## config.mk

```make
export PLATFORM = sky130hd
export DESIGN_NAME = fetch_unit
export DESIGN_NICKNAME = d
export VERILOG_FILES = /design/src/rtl/attopu_pkg.sv /design/src/rtl/fetch_pc_next.sv /design/src/rtl/fetch_unit.sv
export SDC_FILE = /design/constraint.sdc
export NUM_CORES = 1
export LEC_CHECK = 0
export BUFFER_PORTS_ARGS = -buffer_cell sky130_fd_sc_hd__clkbuf_2
export CAP_MARGIN = 0
export CORE_MARGIN = 3
export CORE_UTILIZATION = 40
export DETAILED_ROUTE_END_ITERATION = 10
export GPL_TIMING_DRIVEN = 0
export PLACE_DENSITY = 0.69
export SLEW_MARGIN = 30
export SYNTH_ARGS = -nofsm -noshare
export SYNTH_HDL_FRONTEND = slang
export SYNTH_SLANG_ARGS = --single-unit
```

## constraint.sdc

```tcl
create_clock -name clk -period 2.6 [get_ports clk]
set_input_delay 0.13 -clock clk [delete_from_list [all_inputs] [get_ports clk]]
set_output_delay 0.13 -clock clk [all_outputs]
set_load 0.01 [all_outputs]
```

## src/rtl/attopu_pkg.sv

```systemverilog
// Shared attopu definitions: word width, next-PC select codes and
// fetch-unit state encodings (also used by the decoder).
package attopu_pkg;

    localparam int WORD_W = 16;

    localparam logic [1:0] NPC_INC = 2'b00;
    localparam logic [1:0] NPC_REL = 2'b01;
    localparam logic [1:0] NPC_REG = 2'b10;

    typedef enum logic [1:0] {
        FS_IDLE  = 2'd0,
        FS_FETCH = 2'd1,
        FS_ISSUE = 2'd2
    } fetch_state_e;

endpackage

```

## src/rtl/fetch_pc_next.sv

```systemverilog
// Combinational next-PC selection for the fetch unit: increment,
// PC-relative branch, or register-indirect target.
module fetch_pc_next
    import attopu_pkg::*;
(
    input  logic [WORD_W-1:0] pc,
    input  logic [1:0]        sel,
    input  logic [WORD_W-1:0] branch_addr,
    input  logic [WORD_W-1:0] branch_reg,
    output logic [WORD_W-1:0] next_pc
);

    logic signed [WORD_W-1:0] offset;

    // branch_addr arrives sign-extended; a two's-complement add that wraps
    // at 2^16 gives the correct relative target for negative offsets too.
    assign offset = branch_addr;

    always_comb begin
        next_pc = pc + 16'd1;
        if (sel[1]) begin
            next_pc = branch_reg;
        end else if (sel == NPC_REL) begin
            next_pc = pc + offset;
        end
    end

endmodule

```

## src/rtl/fetch_unit.sv

```systemverilog
// attopu instruction-fetch stage: owns the PC, fetches over req/ack and
// holds the instruction for the decoder. Optional ATTOPU_FETCH_PERF_EN
// adds handshake and fetch-wait performance counters.
module fetch_unit
    import attopu_pkg::*;
#(
    parameter logic [15:0] RESET_PC = 16'h0000
) (
    input  logic              clk,
    input  logic              rst_n,
    input  logic              run,
    output logic              imem_req,
    output logic [WORD_W-1:0] imem_addr,
    input  logic              imem_ack,
    input  logic [WORD_W-1:0] imem_rdata,
    output logic [WORD_W-1:0] instruction,
    output logic              instr_valid,
    input  logic              instr_ready,
    input  logic [1:0]        next_pc_sel,
    input  logic [WORD_W-1:0] branch_addr,
    input  logic [WORD_W-1:0] branch_reg,
`ifdef ATTOPU_FETCH_PERF_EN
    output logic [31:0]       perf_instr_cnt,
    output logic [31:0]       perf_wait_cnt,
`endif
    output logic [WORD_W-1:0] pc
);

    fetch_state_e      state_q, state_d;
    logic [WORD_W-1:0] pc_q, pc_d;
    logic [WORD_W-1:0] instr_q, instr_d;
    logic              valid_q, valid_d;
    logic [WORD_W-1:0] next_pc;
    logic              consume;

    fetch_pc_next u_pc_next (
        .pc          (pc_q),
        .sel         (next_pc_sel),
        .branch_addr (branch_addr),
        .branch_reg  (branch_reg),
        .next_pc     (next_pc)
    );

    assign consume = valid_q & instr_ready;

    always_ff @(posedge clk or negedge rst_n) begin
        if (!rst_n) begin
            state_q <= FS_IDLE;
            pc_q    <= RESET_PC;
            instr_q <= '0;
            valid_q <= 1'b0;
        end else begin
            state_q <= state_d;
            pc_q    <= pc_d;
            instr_q <= instr_d;
            valid_q <= valid_d;
        end
    end

    always_comb begin
        state_d = state_q;
        pc_d    = pc_q;
        instr_d = instr_q;
        valid_d = valid_q;
        case (state_q)
            FS_IDLE: begin
                if (run) begin
                    state_d = FS_FETCH;
                end
            end
            FS_FETCH: begin
                // run is deliberately ignored here: an issued fetch always completes.
                if (imem_ack) begin
                    instr_d = imem_rdata;
                    valid_d = 1'b1;
                    state_d = FS_ISSUE;
                end
            end
            FS_ISSUE: begin
                if (consume) begin
                    pc_d    = next_pc;
                    valid_d = 1'b0;
                    state_d = run ? FS_FETCH : FS_IDLE;
                end
            end
            default: begin
                state_d = FS_IDLE;
                valid_d = 1'b0;
            end
        endcase
    end

    // Request decodes from registered state only, so reset drops it at once
    // and no ack/rdata path reaches any output.
    assign imem_req    = (state_q == FS_FETCH);
    assign imem_addr   = pc_q;
    assign pc          = pc_q;
    assign instruction = instr_q;
    assign instr_valid = valid_q;

`ifdef ATTOPU_FETCH_PERF_EN
    logic [31:0] perf_instr_q, perf_wait_q;

    always_ff @(posedge clk or negedge rst_n) begin
        if (!rst_n) begin
            perf_instr_q <= '0;
            perf_wait_q  <= '0;
        end else begin
            if (consume) begin
                perf_instr_q <= perf_instr_q + 32'd1;
            end
            if ((state_q == FS_FETCH) && !imem_ack) begin
                perf_wait_q <= perf_wait_q + 32'd1;
            end
        end
    end

    assign perf_instr_cnt = perf_instr_q;
    assign perf_wait_cnt  = perf_wait_q;
`endif

endmodule
```

* Word-level counts from Yosys, hierarchy flattened
Cells that the tools add are included.
** Operators by class
- Reduce and logical (&&, ||, !) cells :: 5
- Bitwise operators :: 2
- Multiplexer cells :: 10
- Equality and inequality tests :: 6
- Add/sub/neg operators :: 2
** Operators with widths (count)
- 16-bit 2-to-1 mux :: 2
- 16-bit by 1-bit adder with 16-bit output (second input constant) :: 1
- 16-bit adder :: 1
- 2-bit 2-to-1 mux :: 3
- 2-bit case mux with 3 select lines :: 1
- 3-bit AND reduction :: 2
- 2-bit by 1-bit == test with 1-bit output (second input constant) :: 2
- 2-bit inequality test (second input constant) :: 2
- 2-bit AND reduction :: 2
- 1-bit 2-to-1 mux :: 3
- 1-bit case mux with 3 select lines :: 1
- 2-bit == test (second input constant) :: 1
- 2-bit zero test :: 1
- 2-bit by 1-bit inequality test with 1-bit output (second input constant) :: 1
- 1-bit AND :: 1
- 1-bit NOT :: 1
** Storage, ports and cells
- Logic and storage cells :: 29
- Output and inout bits :: 50
- Input port bits :: 55
- Flip-flop bits (word level) :: 35

* Longest topological paths before layout
Gate-level depths: netlist of the first run.
- Word-level depth :: 3
- Mapped depth :: 11
- Depth with buffers taken out :: 10

* Cells and area by module
A second synthesis of the first run with hierarchy kept.
** Unflattened totals
- Cells, all modules :: 268
- Area total of the unflattened synthesis :: 2680.1 µm²
** Modules (own cells, without submodules)
- fetch_unit :: sequential area each 875.8 µm², cells an instance 98, area an instance 1537.7 µm², times used 1
- fetch_pc_next :: sequential area each 0.0 µm², cells an instance 170, area an instance 1142.3 µm², times used 1

* Least setup slack after synthesis of the first run
OpenSTA, ideal clock, no wires.
- Path type :: input -> register
- From :: input port next_pc_sel[0]
- To :: register pc_q[14], in the netlist imem_addr[14]
- Arrival time :: 2.125 ns
- Library setup time :: 0.145 ns
- Required time :: 2.455 ns
- Path slack :: 0.331 ns
- Path buffers :: 1
- Stages on the path :: 10
- Path through :: nor2b_1 > clkbuf_1 > and2_1 > ha_1 > a21oi_2 > o31ai_1 > a221o_1 > a221oi_2 > xor2_1 > o221ai_1
** On the way
- Longest elaborated chain between the ends :: 3
** Ends and longest elaborated chain
- start, declared :: line fetch_unit.sv:19 : input logic [1:0] next_pc_sel,
- 2-bit by 1-bit == test with 1-bit output :: line fetch_pc_next.sv:23 : end else if (sel == NPC_REL) begin
- 16-bit 2-to-1 mux :: line fetch_pc_next.sv:23
- 16-bit 2-to-1 mux :: line fetch_pc_next.sv:21 : if (sel[1]) begin
- end signal, assigned :: line fetch_unit.sv:54 : pc_q <= pc_d;
- end, declared :: line fetch_unit.sv:30 : logic [WORD_W-1:0] pc_q, pc_d;
No other way between the ends.
A chain may end at the register's enable or synchronous reset.

* Worst setup path in the final report of the first run
- From :: register pc_q[0], in the netlist imem_addr[0]
- To :: register pc_q[14], in the netlist imem_addr[14]
** On the way
- Longest elaborated chain between the ends :: 3
- Elaborated cells between the ends (all ways) :: 4
- Classes of those cells :: 2 x add/sub; 2 x mux
** Ends and longest elaborated chain (line)
- 16-bit by 1-bit adder with 16-bit output or 16-bit adder (tied branches) :: fetch_pc_next.sv:20, fetch_pc_next.sv:24
- 16-bit 2-to-1 mux (*) :: fetch_pc_next.sv:23
- 16-bit 2-to-1 mux (*) :: fetch_pc_next.sv:21
Mark *: on every way between the ends. The rest lies on a longest branch, timed or not.

==> results.json, run 1 <==
{
  "antenna_diode_count": 0,
  "worstPathCellList": "ha_1 -> fa_1 -> a21oi_2 -> o22ai_2 -> o21a_1 -> a221oi_2 -> xor2_1 -> o221ai_1",
  "cts-buffers-inserted": 5,
  "grt_pass1_vias": 2381,
  "clock_tree.root_cell": "sky130_fd_sc_hd__clkbuf_8",
  "period_share_pct": 91.50,
  "grtUsageMet1_pct": 22.41,
  "met3_usage_pct": 7.044,
  "nets": 437,
  "fin_skew_ns": 0.004272,
  "netlist-cell-type-count": 45,
  "min_delay_worst_endpoint": "state_q[0]",
  "most_frequent_cells_in_the_layout": "sky130_fd_sc_hd__clkbuf_2 (104), sky130_fd_sc_hd__nand2_1 (36), sky130_fd_sc_hd__dfrtp_1 (35)",
  "unrepaired_setup_endpoints_after_global_routing": "false",
  "leak_pwr_nw": 1.587,
  "slowest_stage": "sky130_fd_sc_hd__fa_1",
  "pin_count": 105,
  "worst-slew-pin-transition_ns": 0.8379,
  "area_delta_synth_final_pct": 30.14,
  "maxSlewHeadroom_pct": 44.14,
  "fp.dieArea_mm2": 0.006907,
  "worst-r2r-cell-count": 8,
  "die-height_um": 83.11,
  "dr_total_vias": 2242,
  "post-route-min-period_ns": 2.379,
  "layout.cells.most_common": "sky130_fd_sc_hd__clkbuf_2",
  "worstSetupPathType": "register to register",
  "drt_pass1_iterations": 4,
  "drcViolationCount": 0,
  "critical_path.endpoint_type": "register",
  "peakVddDrop_v": 0.0005432,
  "count_of_routing_violations_after_the_opening_detailed_route_iteration": 110,
  "synth.yosys.warnings": 0,
  "ys_top_cells_by_area": "sky130_fd_sc_hd__dfrtp_1 (37%), sky130_fd_sc_hd__ha_1 (7.9%), sky130_fd_sc_hd__mux2_2 (7.6%)",
  "drive_above_1_share_pct": 42.90,
  "worst_r2r_endpoint": "imem_addr[14]",
  "required_ns": 2.74,
  "critical_path.startpoint": "imem_addr[0]",
  "fmaxAchievable_mhz": 420.3,
  "post-route-cell-area_mm2": 0.003095,
  "crit_path_start_kind": "register",
  "finalSetupViolCount": 0,
  "fillCellCount": 537,
  "buffer_ports.inserted": 104,
  "avgViaCountPerCell": 5.119,
  "reg2reg_slack_ns": 0.22,
  "grt_pass1_wl_mm": 11.03,
  "max-cap-violations": 0,
  "max_stage_delay_on_crit_path_ns": 0.43,
  "detailedPlacementHpwl_mm": 5.066,
  "status": "finished clean",
  "cts.sinks": 35,
  "wl_per_cell_um": 14.63,
  "average_cell_area_after_synthesis_um2": 9.364,
  "netlist_area_mm2": 0.002379,
  "dieWidth_um": 83.11,
  "groute.usage.overall_pct": 19.33,
  "gr-max-usage-layer": "met2",
  "clk_path_buf_depth": 2,
  "worstPathArrival_ns": 2.52,
  "dominantRegCellSynth": "sky130_fd_sc_hd__dfrtp_1",
  "grt_overflow_total": 0,
  "globalRouteMet2Util_pct": 33.45,
  "cts_tree": "yes",
  "synth.yosys.seq_area_share_pct": 36.82,
  "initial_antenna_violation_count": 0,
  "post_synth_edffs": 0,
  "synth.ff_latch_count": 35,
  "finalWeightedCongestion": 0.8704,
  "grt_start_max_net_pins": 36,
  "timing.hold.worst.start": "run",
  "worst-path-max-fanout": 4,
  "syn-instance-count": 254,
  "ys_async_sr_fraction_pct": 100.0,
  "drt.antenna.violating_nets": 0,
  "worst_r2r_startpoint": "imem_addr[0]",
  "holdCritPathClass": "input pin to register",
  "clock_latency_ns": 0.29,
  "min_path_cells": 3,
  "pwr_density_cell_mw_per_mm2": 1037,
  "placeableCoreArea_mm2": 0.005642,
  "final_core_utilization_pct": 54.87,
  "slew_viol_final": 0,
  "start_util_pct": 42.16,
  "yosysTopAreaCell": "sky130_fd_sc_hd__dfrtp_1",
  "routed_wl_mm": 6.407,
  "final_hold_viol_count": 0,
  "synth_nets": 325,
  "placed_area_mm2": 0.002989,
  "clk_transition_reported_paths_ns": 0.07,
  "synth_top_cell_area_share_pct": 36.82,
  "h-tree-depth": 2,
  "rows": 27
}
-- kinds of logic (layout without fill, tap and decap cells) --
group	after synthesis	after routing	share of synthesized area [%]
and+or+nand+nor	80	80	15.62
muxes	19	19	8.837
buffers and inverters	29	141	7.207
xor gates and xnor gates	13	13	4.787
DFF	35	35	36.82
adders and majority gates	16	16	8.732
AOI/OAI and AO/OA	62	62	17.99
-- critical path: cells and delay by family (launching register included) --
| kind | cells | cell delay [ns] |
|---|---|---|
| AOI/OAI and AO/OA | 5 | 0.95 |
| xor gates and xnor gates | 1 | 0.17 |
| adders and majority gates | 2 | 0.69 |
| DFF | 1 | 0.42 |
-- metrics by stage --
stage                     TNS (ns)  instances  hold slack (ns)  worst slack, ns  total power [W]
after CTS                        0        438          0.05397          0.09852         0.003232
after floorplan                  0        254          -0.1656           0.3307         0.002192
after global placement     -0.9884        430           0.3055          -0.3628         0.002768
after global routing             0        438          0.05387         0.003761         0.003497
final                            0        438          0.06339           0.2209         0.003210
after detailed placement   -0.8611        430           0.3092          -0.3310         0.002829
-- area by class of cell --
class	count	area [µm²]	area share, %
Timing Repair Buffer	105	530.5	17.14
Inverter	4	15.01	0.4850
Tap cell	72	90.09	2.910
Sequential cell	35	875.8	28.29
Multi-Input combinational cell	190	1344	43.41
Clock buffer	5	68.82	2.223
Buffer	25	157.7	5.093
Clock inverter	2	13.76	0.4446
-- cells in the mapped netlist (2+ instances only) --
master and number:
sky130_fd_sc_hd__nand2_1 36, sky130_fd_sc_hd__o21ai_0 16, sky130_fd_sc_hd__nor2b_1 2, sky130_fd_sc_hd__mux2i_1 3, sky130_fd_sc_hd__mux2_2 16, sky130_fd_sc_hd__a31oi_1 3
sky130_fd_sc_hd__inv_1 4, sky130_fd_sc_hd__xor2_1 2, sky130_fd_sc_hd__nor3_1 2, sky130_fd_sc_hd__a21o_1 2, sky130_fd_sc_hd__o221ai_1 7, sky130_fd_sc_hd__clkbuf_1 6
sky130_fd_sc_hd__dfrtp_1 35, sky130_fd_sc_hd__nor2_1 15, sky130_fd_sc_hd__and2_1 15, sky130_fd_sc_hd__o21bai_1 2, sky130_fd_sc_hd__ha_1 15, sky130_fd_sc_hd__xnor2_1 11
sky130_fd_sc_hd__nand2b_1 2, sky130_fd_sc_hd__buf_4 16, sky130_fd_sc_hd__buf_2 2, sky130_fd_sc_hd__nand3_1 3, sky130_fd_sc_hd__a21oi_1 17
-- state kept, by name, summed over array words and instances, names as in the netlist --
register / cells
imem_addr: 16
state_q: 2
instr_valid: 1
instruction: 16
-- where the power goes --
part	switching (W)	total [W]	internal [W]
Combinational	0.000904	0.00178	0.000873
Sequential	0.000234	0.00104	0.000810
Clock	0.000206	0.000389	0.000183
-- worst max path at each step --
stage,end,slack [ns],cells after the start
after floorplan,imem_addr[14],0.33,10
after global placement,imem_addr[14],-0.36,11
after detailed placement,imem_addr[14],-0.33,11
after CTS,imem_addr[14],0.1,11
after global routing,imem_addr[14],0.004,11
final,imem_addr[14],0.22,8
-- metal layers --
layer | vias up | share of wire, %
li1 | 1113 | -
met1 | 1038 | 41
met2 | 84 | 49
met3 | 7 | 9.3
met4 | 0 | 1.1
met5 | - | 0
-- timing repair --
item,CTS,global route
endpoints found under the hold margin,31,0
setup buffers,0,0
hold buffers,1,0
pin swaps,0,0
resized for setup,1,3
endpoints found under the setup margin,1,3
No activity file was read; power rests on OpenSTA's default activity.
==> run 2: changes to the inputs <==
Settings changed: CTS_CLUSTER_DIAMETER from default to 200, PLACE_DENSITY 0.69 to 0.72.
Clock period 2.6 ns to 2.1 ns, I/O delays scaled along.
==> run 2 against run 1 <==
Against the previous run: count of clock-buffer cells in the layout grew 1; worst hold slack got worse by 0.020 ns; sequential power up 24%; first-iteration DRC count is 15% higher; via count down 0.85%; die area unchanged; critical path depth stayed put; utilization grew 2.8 points; clock power is 68% higher; total power up 33%; the run now ends with negative setup slack left; combinational power grew 31%.
==> results.json, run 2 (synthesis gave the netlist of run 1 again) <==
{
  "status": "finished, violations left",
  "violations": "negative setup slack",
  "internal_power_w": 0.002570,
  "fin_skew_ns": 0.007839,
  "crit_path_start_kind": "register",
  "die-height_um": 83.11,
  "period_share_pct": 104.9,
  "slew_viol_final": 0,
  "timing.hold.worst.start": "run",
  "unrepaired_setup_endpoints_after_global_routing": "true",
  "placeableCoreArea_mm2": 0.005642,
  "fin_ws_ns": -0.1027,
  "met3_usage_pct": 6.944,
  "post-route-min-period_ns": 2.203,
  "clock_tree.root_cell": "sky130_fd_sc_hd__clkbuf_8",
  "switching_power_share_of_the_total_pct": 39.78,
  "worst-slew-pin-transition_ns": 0.8110,
  "area_delta_synth_final_pct": 36.88,
  "count_of_routing_violations_after_the_opening_detailed_route_iteration": 127,
  "finalWeightedCongestion": 0.8694,
  "critical_path.startpoint": "imem_addr[0]",
  "antenna_diode_count": 0,
  "cts-buffers-inserted": 5,
  "initial_antenna_violation_count": 0,
  "worstSetupPathType": "register to register",
  "worst_r2r_startpoint": "imem_addr[0]",
  "avgViaCountPerCell": 5.007,
  "nets": 442,
  "cts_tree": "yes",
  "clockPowerShare_pct": 15.3,
  "drive_above_1_share_pct": 47.04,
  "grt_pass1_vias": 2239,
  "fp.dieArea_mm2": 0.006907,
  "holdCritPathClass": "input pin to register",
  "layout.cells.most_common": "sky130_fd_sc_hd__clkbuf_2",
  "pwr_density_cell_mw_per_mm2": 1311,
  "grt_pass1_wl_mm": 10.28,
  "start_util_pct": 42.16,
  "grtUsageMet1_pct": 22.03,
  "maxSlewHeadroom_pct": 45.93,
  "min_path_cells": 3,
  "groute.usage.overall_pct": 17.82,
  "clk_path_buf_depth": 2,
  "final_hold_viol_count": 0,
  "dr_total_vias": 2223,
  "worst-r2r-cell-count": 8,
  "most_frequent_cells_in_the_layout": "sky130_fd_sc_hd__clkbuf_2 (103), sky130_fd_sc_hd__nand2_1 (36), sky130_fd_sc_hd__dfrtp_1 (34), sky130_fd_sc_hd__buf_4 (21), sky130_fd_sc_hd__mux2_2 (16)",
  "max-cap-violations": 0,
  "power.total_w": 0.004267,
  "routed_wl_mm": 6.198,
  "globalRouteMet2Util_pct": 29.59,
  "required_ns": 2.23,
  "leak_pwr_nw": 1.637,
  "detailedPlacementHpwl_mm": 4.736,
  "part_of_the_total_power_dissipated_in_combinational_logic_pct": 54.6,
  "critical_path.endpoint_type": "register",
  "rows": 27,
  "fmaxAchievable_mhz": 454.0,
  "drcViolationCount": 0,
  "cts.sinks": 35,
  "drt_pass1_iterations": 4,
  "h-tree-depth": 2,
  "clock_latency_ns": 0.28,
  "buffer_ports.inserted": 104,
  "wl_per_cell_um": 13.96,
  "p_seq_share_pct": 30.1,
  "worstPathArrival_ns": 2.34,
  "total_switching_power_w": 0.001697,
  "dieWidth_um": 83.11,
  "grt_overflow_total": 0,
  "clk_transition_reported_paths_ns": 0.08,
  "worst-path-max-fanout": 4,
  "final_core_utilization_pct": 57.71,
  "pin_count": 105,
  "drt.antenna.violating_nets": 0,
  "grt_start_max_net_pins": 36,
  "peakVddDrop_v": 0.0007380,
  "gr-max-usage-layer": "met2",
  "placed_cells_incl_taps": 430,
  "final_cell_count_no_fill": 444,
  "finalSetupViolCount": 1
}
[run 2: critical path, stage by stage, from the launching register on]
cell,delay (ns)
sky130_fd_sc_hd__dfrtp_1,0.42
sky130_fd_sc_hd__ha_4,0.18
sky130_fd_sc_hd__fa_2,0.36
sky130_fd_sc_hd__a21oi_2,0.17
sky130_fd_sc_hd__o22ai_2,0.11
sky130_fd_sc_hd__o21a_1,0.23
sky130_fd_sc_hd__a221oi_2,0.25
sky130_fd_sc_hd__xor2_1,0.20
sky130_fd_sc_hd__o221ai_1,0.12
[run 2: layout make-up]
type | count | area (µm²)
clock inverters | 2 | 38.79
inverters | 4 | 15.01
flip-flops and latches | 35 | 877.1
repair buffers | 110 | 568.0
fillers | 508 | 2386
multi-input cells | 190 | 1411
well taps | 72 | 90.09
clock buffers | 6 | 82.58
plain buffers | 25 | 172.7
[run 2: through the flow]
stage          area, µm²  TNS (ns)  hold WS (ns)  worst slack (ns)
6_report            3256   -0.1027       0.04311           -0.1027
5_1_grt             3256   -0.5336       0.03086           -0.1872
4_1_cts             3222   -0.1084       0.02922          -0.08069
3_5_place_dp        3020    -3.221        0.2765           -0.5530
3_3_place_gp        3020    -2.839        0.2770           -0.4828
2_1_floorplan       2410         0       -0.1906          0.002327
[run 2: repair_timing]
| action | in CTS | in global routing |
|---|---|---|
| pin swaps | 8 | 3 |
| buffers inserted | 4 | 1 |
| gates cloned | 0 | 0 |
| gates resized for setup | 7 | 10 |
| endpoints found under the setup margin | 5 | 7 |
| endpoints found under the hold margin | 35 | 0 |
| hold buffers | 1 | 0 |
[run 2: path summary, 6_finish.rpt]
check | end | slack [ns]
max in group asynchronous | imem_addr[1] | 1.10
worst min register to register | instruction[5] | 0.51
worst max-delay path | imem_addr[14] | -0.10
worst max register to register | imem_addr[14] | -0.10
worst min-delay path | state_q[0] | 0.04
min in group asynchronous | instruction[14] | 0.44
[run 2: metal layers]
metal | vias up | share of wire [%]
met1 | 1022 | 43
met2 | 83 | 47
met3 | 4 | 9.1
met4 | 0 | 0.66
met5 | - | 0
li1 | 1114 | -
[run 2: power by group through the flow]
stage	Combinational, W	Clock [W]	Sequential, W
floorplan	0.00135	0	0.00140
global placement	0.00218	0	0.00128
detailed placement	0.00222	0	0.00130
CTS	0.00230	0.000669	0.00129
global route	0.00256	0.000690	0.00134
finish	0.00233	0.000653	0.00129
==> run 3: changes to the inputs <==
Settings changed: CORE_ASPECT_RATIO from default to 1.75, SLEW_MARGIN 30 to 20.
==> run 3 against run 2 <==
Against the previous run: via count grew 3.7%; flip-flop and latch count is the same; register-to-register slack gained 0.03 ns; the flow still finishes with violations (negative setup slack); sequential share of layout area increased by 0.25 points; critical endpoint unchanged; routed wire length up 5.3%; worst hold slack worse by 0.0091 ns; clock skew hardly changed; critical path depth did not move; total power shrank 3.6%; final cell count up 1.1%; die area grew 0.53%; largest power group unchanged; sequential power is essentially flat; critical path type unchanged; largest cell class unchanged.
==> results.json, run 3 (synthesis gave the netlist of run 1 again) <==
{
  "clock_latency_ns": 0.29,
  "post-route-cell-area_mm2": 0.003226,
  "grt_start_max_net_pins": 36,
  "count_of_routing_violations_after_the_opening_detailed_route_iteration": 42,
  "grt_pass1_wl_mm": 10.32,
  "rows": 36,
  "dr_total_vias": 2306,
  "cts_tree": "yes",
  "clk_path_buf_depth": 2,
  "cts-buffers-inserted": 5,
  "post-route-min-period_ns": 2.172,
  "required_ns": 2.24,
  "fp.dieArea_mm2": 0.006944,
  "cts.sinks": 35,
  "holdCritPathClass": "input pin to register",
  "maxSlewHeadroom_pct": 41.14,
  "start_util_pct": 41.91,
  "clk_transition_reported_paths_ns": 0.07,
  "area_delta_synth_final_pct": 35.61,
  "routed_wl_mm": 6.527,
  "fillCellCount": 567,
  "wl_per_cell_um": 14.54,
  "avgViaCountPerCell": 5.136,
  "fin_ws_ns": -0.07198,
  "layout.cells.most_common": "sky130_fd_sc_hd__clkbuf_2",
  "worst-r2r-cell-count": 8,
  "placeableCoreArea_mm2": 0.005675,
  "final_cell_count_no_fill": 449,
  "dieWidth_um": 64.29,
  "status": "finished, violations left",
  "antenna_diode_count": 0,
  "pin_count": 105,
  "worstPathArrival_ns": 2.31,
  "violations": "negative setup slack",
  "most_frequent_cells_in_the_layout": "sky130_fd_sc_hd__clkbuf_2 (104), sky130_fd_sc_hd__nand2_1 (36), sky130_fd_sc_hd__dfrtp_1 (34), sky130_fd_sc_hd__buf_4 (23), sky130_fd_sc_hd__mux2_2 (16)",
  "pwr_density_cell_mw_per_mm2": 1275,
  "post-place-ws_ns": -0.5455,
  "detailedPlacementHpwl_mm": 5.077,
  "critical_path.endpoint_type": "register",
  "worst-path-max-fanout": 4,
  "buffer_ports.inserted": 104,
  "initial_antenna_violation_count": 0,
  "die-height_um": 108.0,
  "peakVddDrop_v": 0.0006501,
  "clock_tree.root_cell": "sky130_fd_sc_hd__clkbuf_8",
  "finalSetupViolCount": 2,
  "leak_pwr_nw": 1.624,
  "placed_cells_incl_taps": 434,
  "grt_overflow_total": 0,
  "drt_pass1_iterations": 4,
  "nets": 444,
  "unrepaired_setup_endpoints_after_global_routing": "true",
  "drive_above_1_share_pct": 46.92,
  "crit_path_start_kind": "register",
  "slew_viol_final": 0,
  "drt.antenna.violating_nets": 0,
  "h-tree-depth": 2,
  "grt_pass1_vias": 2228,
  "fin_skew_ns": 0.008269,
  "finalWeightedCongestion": 0.9251,
  "placed_area_mm2": 0.003025,
  "fmaxAchievable_mhz": 460.4,
  "max-cap-violations": 0,
  "worst-slew-pin-transition_ns": 0.8829,
  "final_hold_viol_count": 0,
  "worstSetupPathType": "register to register",
  "period_share_pct": 103.4,
  "drcViolationCount": 0,
  "min_path_cells": 3,
  "groute.usage.overall_pct": 19.02
}
-- run 3: power by group --
| group | leakage (nW) | total, W | switching [W] | internal, W |
|---|---|---|---|---|
| logic | 1.15 | 0.00232 | 0.00115 | 0.00117 |
| clock network | 0.0470 | 0.000499 | 0.000242 | 0.000257 |
| registers | 0.428 | 0.00129 | 0.000288 | 0.00101 |
| total | 1.62 | 0.00411 | 0.00168 | 0.00243 |
-- run 3: final timing paths --
kind	slack, ns	to	start
min in group asynchronous	0.47	instruction[6]	rst_n
hold reg to reg	0.51	instruction[7]	instruction[7]
setup / recovery	-0.07	imem_addr[14]	imem_addr[0]
hold / removal	0.03	state_q[0]	run
max in group asynchronous	1.03	imem_addr[1]	rst_n
setup reg to reg	-0.07	imem_addr[14]	imem_addr[0]
-- run 3: final cells by class --
cell class	instances	area [µm²]	area share (%)
Timing Repair Buffer	112	583.1	18.08
Buffer	25	172.7	5.353
Inverter	4	15.01	0.4655
Clock buffer	6	82.58	2.560
Multi-Input combinational cell	190	1395	43.25
Tap cell	76	95.09	2.948
Sequential cell	35	877.1	27.19
Clock inverter	1	5.005	0.1552
-- run 3: metal layers --
| metal | GRT usage (%) | up-vias | wire (µm) |
|---|---|---|---|
| met5 | 0 | - | 0 |
| met4 | 9.380 | 0 | 180 |
| met3 | 4.886 | 14 | 451 |
| li1 | - | 1126 | - |
| met1 | 20.44 | 1082 | 2392 |
| met2 | 34.02 | 84 | 3502 |
-- run 3: through the flow --
step           setup TNS, ns  power [W]  hold WS [ns]  utilization [%]
2_1_floorplan              0   0.002756       -0.1906                -
3_3_place_gp          -3.185   0.003484        0.2774            53.31
3_5_place_dp          -3.726   0.003541        0.2713            53.31
4_1_cts              -0.1130   0.004113       0.03142            56.13
5_1_grt              -0.5421   0.004428       0.03967            56.83
6_report             -0.1431   0.004113       0.03404            56.83
-- run 3: worst max-delay path: stages, from the launching register on --
cell and delay [ns]:
sky130_fd_sc_hd__dfrtp_1 0.41, sky130_fd_sc_hd__ha_4 0.17, sky130_fd_sc_hd__fa_2 0.35, sky130_fd_sc_hd__a21oi_2 0.18, sky130_fd_sc_hd__o22ai_2 0.13, sky130_fd_sc_hd__o21a_1 0.23
sky130_fd_sc_hd__a221oi_2 0.26, sky130_fd_sc_hd__xor2_1 0.17, sky130_fd_sc_hd__o221ai_1 0.11
-- run 3: repair_timing --
item	in CTS	in global routing
hold buffers	1	0
cloned	0	0
setup endpoints to repair	6	8
endpoints found under the hold margin	35	0
pin swaps	8	6
resized for setup	7	7
buffers inserted	4	3
